--- config.mk ---
export PLATFORM = sky130hd
export DESIGN_NAME = psum_ofifo
export DESIGN_NICKNAME = d
export VERILOG_FILES = /design/src/rtl/psum_ofifo.sv
export SDC_FILE = /design/constraint.sdc
export NUM_CORES = 2
export LEC_CHECK = 0
export BUFFER_PORTS_ARGS = -buffer_cell sky130_fd_sc_hd__buf_2
export CAP_MARGIN = 20
export CORE_MARGIN = 1.5
export CORE_UTILIZATION = 40
export DETAILED_ROUTE_END_ITERATION = 10
export PLACE_DENSITY_LB_ADDON = 0.25
export SLEW_MARGIN = 10
export SYNTH_ARGS = -nofsm -noshare
export SYNTH_HDL_FRONTEND = slang
export SYNTH_SLANG_ARGS = --single-unit
--- constraint.sdc ---
create_clock -name clk -period 9.1 [get_ports clk]
set_input_delay 0.455 -clock clk [delete_from_list [all_inputs] [get_ports clk]]
set_output_delay 0.455 -clock clk [all_outputs]
set_load 0.005 [all_outputs]
--- src/rtl/psum_ofifo.sv ---
// psum_ofifo: per-column psum FIFOs that re-align the skewed mac_row columns into complete rows.
// Define PSUM_OFIFO_ERR_EN to add the sticky overflow/underflow flags on port err.
module psum_ofifo_col #(
    parameter int psum_bw = 16,
    parameter int depth   = 16
) (
    input  logic               clk,
    input  logic               reset,
    input  logic [psum_bw-1:0] din,
    input  logic               wr,
    input  logic               pop,
    output logic [psum_bw-1:0] head,
    output logic               empty,
    output logic               full
);
    localparam int aw = $clog2(depth);

    logic [psum_bw-1:0] mem [depth];
    logic [aw:0]        wr_ptr, rd_ptr;
    logic               push;

    // The extra MSB tells a full FIFO apart from an empty one when the low bits match.
    assign empty = (wr_ptr == rd_ptr);
    assign full  = (wr_ptr[aw-1:0] == rd_ptr[aw-1:0]) && (wr_ptr[aw] != rd_ptr[aw]);
    assign push  = wr && (!full || pop);
    assign head  = mem[rd_ptr[aw-1:0]];

    always_ff @(posedge clk) begin
        if (reset) begin
            wr_ptr <= '0;
            rd_ptr <= '0;
        end else begin
            if (push) wr_ptr <= wr_ptr + (aw+1)'(1);
            if (pop)  rd_ptr <= rd_ptr + (aw+1)'(1);
        end
    end

    // A push while full and popping lands on the slot being vacated this edge.
    always_ff @(posedge clk) begin
        if (push && !reset) mem[wr_ptr[aw-1:0]] <= din;
    end
endmodule

module psum_ofifo #(
    parameter int col     = 8,
    parameter int psum_bw = 16,
    parameter int depth   = 16
) (
    input  logic                   clk,
    input  logic                   reset,
    input  logic [psum_bw*col-1:0] in,
    input  logic [col-1:0]         wr,
    input  logic                   rd,
    output logic                   o_full,
    output logic                   o_ready,
    output logic                   o_valid,
    output logic [psum_bw*col-1:0] out
`ifdef PSUM_OFIFO_ERR_EN
    ,
    output logic [1:0]             err
`endif
);
    logic [col-1:0][psum_bw-1:0] din, heads;
    logic [col-1:0]              empty, full;
    logic                        pop;

    assign din     = in;
    assign o_valid = ~|empty;
    assign o_full  = |full;
    assign o_ready = ~o_full;
    assign pop     = rd && o_valid;
    assign out     = o_valid ? heads : '0;

    for (genvar c = 0; c < col; c++) begin : g_col
        psum_ofifo_col #(
            .psum_bw (psum_bw),
            .depth   (depth)
        ) u_col (
            .clk   (clk),
            .reset (reset),
            .din   (din[c]),
            .wr    (wr[c]),
            .pop   (pop),
            .head  (heads[c]),
            .empty (empty[c]),
            .full  (full[c])
        );
    end

`ifdef PSUM_OFIFO_ERR_EN
    always_ff @(posedge clk) begin
        if (reset) begin
            err <= '0;
        end else begin
            if (|(wr & full) && !pop) err[0] <= 1'b1;
            if (rd && !o_valid)       err[1] <= 1'b1;
        end
    end
`endif
endmodule

==> results.ini <==
[outcome]
run_status = complete, no violations

[min_path]
hold_path.class = in2reg

[cells_and_area]
mostFrequentLayoutCells = sky130_fd_sc_hd__edfxtp_1, sky130_fd_sc_hd__mux4_2, sky130_fd_sc_hd__buf_2
fill_cells = 17282
post_route_cells_drive_above_1_share_pct = 34.3
syn2layout_area_growth_pct = 17.4
postLayoutCellArea_um2 = 98900
final_nets = 4609
layout_commonest_cell = sky130_fd_sc_hd__edfxtp_1
final_cells = 7436

[routing]
drc_violation_count_after_routing = 0
route.detailed.wl_per_inst_um = 26.0
drt_pass1_iterations = 7
vias_per_cell = 5.40
drtIter0Drc = 3508
ant_nets = 0
dr_total_vias = 40174
route.final.wire_length_mm = 194

[sta]
totalNegativeSetupSlack_ns = 0
rsz0062_at_grt = false
actual_transition_at_the_worst_max_transition_pin_ns = 1.13
finalSetupViolCount = 0
fmaxAchievable_mhz = 201
finalHoldViolations = 0
period_needed_ns = 4.96
slew_headroom_pct = 24.3
final.period_utilization_pct = 54.5
finalMaxSlewViolations = 0
timing.clock.skew_ns = 0.0575

[setup_path]
setup.reg_to_reg.worst_slack_ns = 4.29
worst_r2r_path_depth = 10
critPathMaxFanout = 80
crit_end = out[54]
timing.critical_path.from_type = flop
arrival_time_reported_for_the_critical_path_endpoint_ns = 4.51
worstSetupStartpoint = g_col[7].u_col.wr_ptr[3]$_SDFFE_PP0P_
regToRegStartpoint = g_col[7].u_col.wr_ptr[3]$_SDFFE_PP0P_
reg2reg_to = g_col[5].u_col.mem[4][10]$_DFFE_PP_
crit_path_end_kind = output port
critPathKind = reg2out
cp.required_ns = 8.65

[pwr]
seqPwrFrac_pct = 53.2
total_switching_power_mw = 4.15
swShare_pct = 20.1
total_power_mw = 20.6
power.clock.fraction_pct = 44.6
p_int_mw = 16.5
combinationalPowerShare_pct = 2.2
total_leakage_power_nw = 30.7
power.density_cell_area_nw_per_um2 = 208
peakVddDrop_uv = 189

[global_route]
gr-usage-met1_pct = 25.7
global_route_wire_length_before_repair_mm = 284
all_layer_global_routing_usage_pct = 18.2
grt_busiest_layer = met2
grt_antenna_before_repair = 22
grt.met2_usage_pct = 29.5
grt.met3_usage_pct = 2.87
grt_start_max_net_pins = 81
grt_overflow_total = 0
grt_pass1_vias = 41294

[logic_synthesis]
synth_seq_cells = 2160
postSynthNetCount = 4051
syn_inst = 3872
post_synth_num_cell_types = 35
synth_seq_area_share_pct = 75.6
synth_warnings = 0
syn-mean-instance-area_um2 = 21.8
syn-cell-area_um2 = 84300

[die]
floorplan.rows = 168
start_util_pct = 40.2
die-area_um2 = 214000
top_level_ports = 270
core_area_um2 = 210000
die_y_um = 462
die_width_um = 462

[clock_tree]
clk_pin_slew_worst_paths_ns = 0.06
clk-insertion-delay-late_ns = 0.88
clock_tree.buffer_depth = 3
post_cts_resized = 0
cts-htree-levels = 4
clk_root_buffer_cell = sky130_fd_sc_hd__clkbuf_16
tritoncts_num_sinks = 2160
tritoncts = yes
tritoncts.num_buffers = 223

[placement]
port_buffers = 269
dp.final_hpwl_mm = 112
placed_area_um2 = 90200
gp_congestion = 0.767
placed_cells_incl_taps = 6881

[flow_run]
cap_violations = 0

==> power groups by stage <==
stage	clock network, mW	registers (mW)	logic (mW)
3_5_place_dp	0	11.2	0.415
5_1_grt	9.79	11.0	0.497
3_3_place_gp	0	11.2	0.404
4_1_cts	9.42	11.0	0.464
2_1_floorplan	0	11.2	0.152
6_report	9.19	11.0	0.451
==> worst min-delay path by stage <==
stage / from / endpoint / slack, ns / cells past startpoint
after CTS: wr[1] / g_col[1].u_col.wr_ptr[3]$_SDFFE_PP0P_ / 0.001 / 4
after detailed placement: g_col[0].u_col.rd_ptr[4]$_SDFFE_PP0N_ / g_col[0].u_col.rd_ptr[4]$_SDFFE_PP0N_ / 0.49 / 2
after floorplan: g_col[0].u_col.rd_ptr[4]$_SDFFE_PP0N_ / g_col[0].u_col.rd_ptr[4]$_SDFFE_PP0N_ / 0.47 / 2
final: in[82] / g_col[5].u_col.mem[11][2]$_DFFE_PP_ / 0.08 / 1
after global routing: in[82] / g_col[5].u_col.mem[9][2]$_DFFE_PP_ / 0.04 / 1
after global placement: g_col[0].u_col.rd_ptr[4]$_SDFFE_PP0N_ / g_col[0].u_col.rd_ptr[4]$_SDFFE_PP0N_ / 0.48 / 2
==> layer usage <==
metal / up-vias / share of wire (%)
met3: 264 / 4.9
met5: - / 0.040
met1: 21614 / 44
met4: 12 / 2.0
met2: 1015 / 49
li1: 17269 / -
==> synth_stat cells, drive strengths merged <==
| cell type | instances | area (µm²) |
|---|---|---|
| ha | 40 | 500 |
| o31ai | 3 | 22.5 |
| or4 | 4 | 30.0 |
| o21ai | 61 | 305 |
| or2 | 2 | 12.5 |
| mux4 | 640 | 14400 |
| edfxtp | 2048 | 61500 |
| clkbuf | 130 | 489 |
| buf | 98 | 500 |
| mux2i | 8 | 80.1 |
| a22oi | 1 | 7.51 |
| nand3 | 51 | 255 |
| xor2 | 8 | 70.1 |
| xnor2 | 32 | 280 |
| nor2 | 55 | 206 |
| and2 | 128 | 801 |
| nor3 | 97 | 485 |
| nor2b | 41 | 257 |
| or2b | 1 | 7.51 |
| and3 | 8 | 50.1 |
| inv | 19 | 71.3 |
| nand4 | 23 | 144 |
| or3 | 21 | 131 |
| dfxtp | 112 | 2240 |
| mux2 | 39 | 439 |
| o22ai | 4 | 25.0 |
| nand2b | 39 | 244 |
| nor4 | 32 | 200 |
| a21oi | 48 | 240 |
| nand2 | 79 | 297 |
==> flip-flops by register name (all words and copies together), names as in the netlist, named ones only <==
name and flops:
g_col.u_col.mem 2048, g_col.u_col.rd_ptr 40, g_col.u_col.wr_ptr 40
==> logic make-up (layout without fill, tap and decap cells) <==
logic type,count (synthesis),count (layout),share of synthesized area (%)
AO/OA/AOI/OAI,117,117,0.712
XOR/XNOR,40,40,0.416
adder cells (fa/ha/maj),40,40,0.594
buffers and inverters,247,1002,1.26
multiplexers,687,687,17.7
flip-flops,2160,2160,75.6
other,0,4,0
AND/OR/NAND/NOR,581,581,3.70
==> critical path, stage by stage (launching register included) <==
cell                      delay [ns]
sky130_fd_sc_hd__dfxtp_1        0.56
sky130_fd_sc_hd__xnor2_1        0.13
sky130_fd_sc_hd__nand4_1        0.24
sky130_fd_sc_hd__o22ai_1        0.19
sky130_fd_sc_hd__or4_4          0.79
sky130_fd_sc_hd__inv_8          0.55
sky130_fd_sc_hd__buf_4          0.74
sky130_fd_sc_hd__and2_1         0.24
sky130_fd_sc_hd__buf_2          0.12
==> stage by stage <==
stage                     hold slack [ns]  util, %  setup slack, ns
final                              0.0826     47.2             4.14
after global routing               0.0363     47.2             3.71
after CTS                         0.00130     47.2             3.87
after detailed placement            0.489     43.0             4.03
after global placement              0.478     43.0             4.16
after floorplan                     0.470        -             5.26
==> cell type report <==
type	count	area, µm²	area share, %
Clock inverter	156	1660	1.68
Antenna cell	4	10.0	0.0101
Multi-Input combinational cell	1465	20200	20.4
Inverter	19	78.8	0.0797
Clock buffer	266	5780	5.85
Tap cell	2805	3510	3.55
Timing Repair Buffer	561	3890	3.93
Sequential cell	2160	63800	64.5
==> repair_timing <==
item                      4_1_cts  5_1_grt
hold buffers                  128        0
hold endpoints to repair     2034        0
setup buffers                   0        0
No activity file was read; power rests on OpenSTA's default activity.
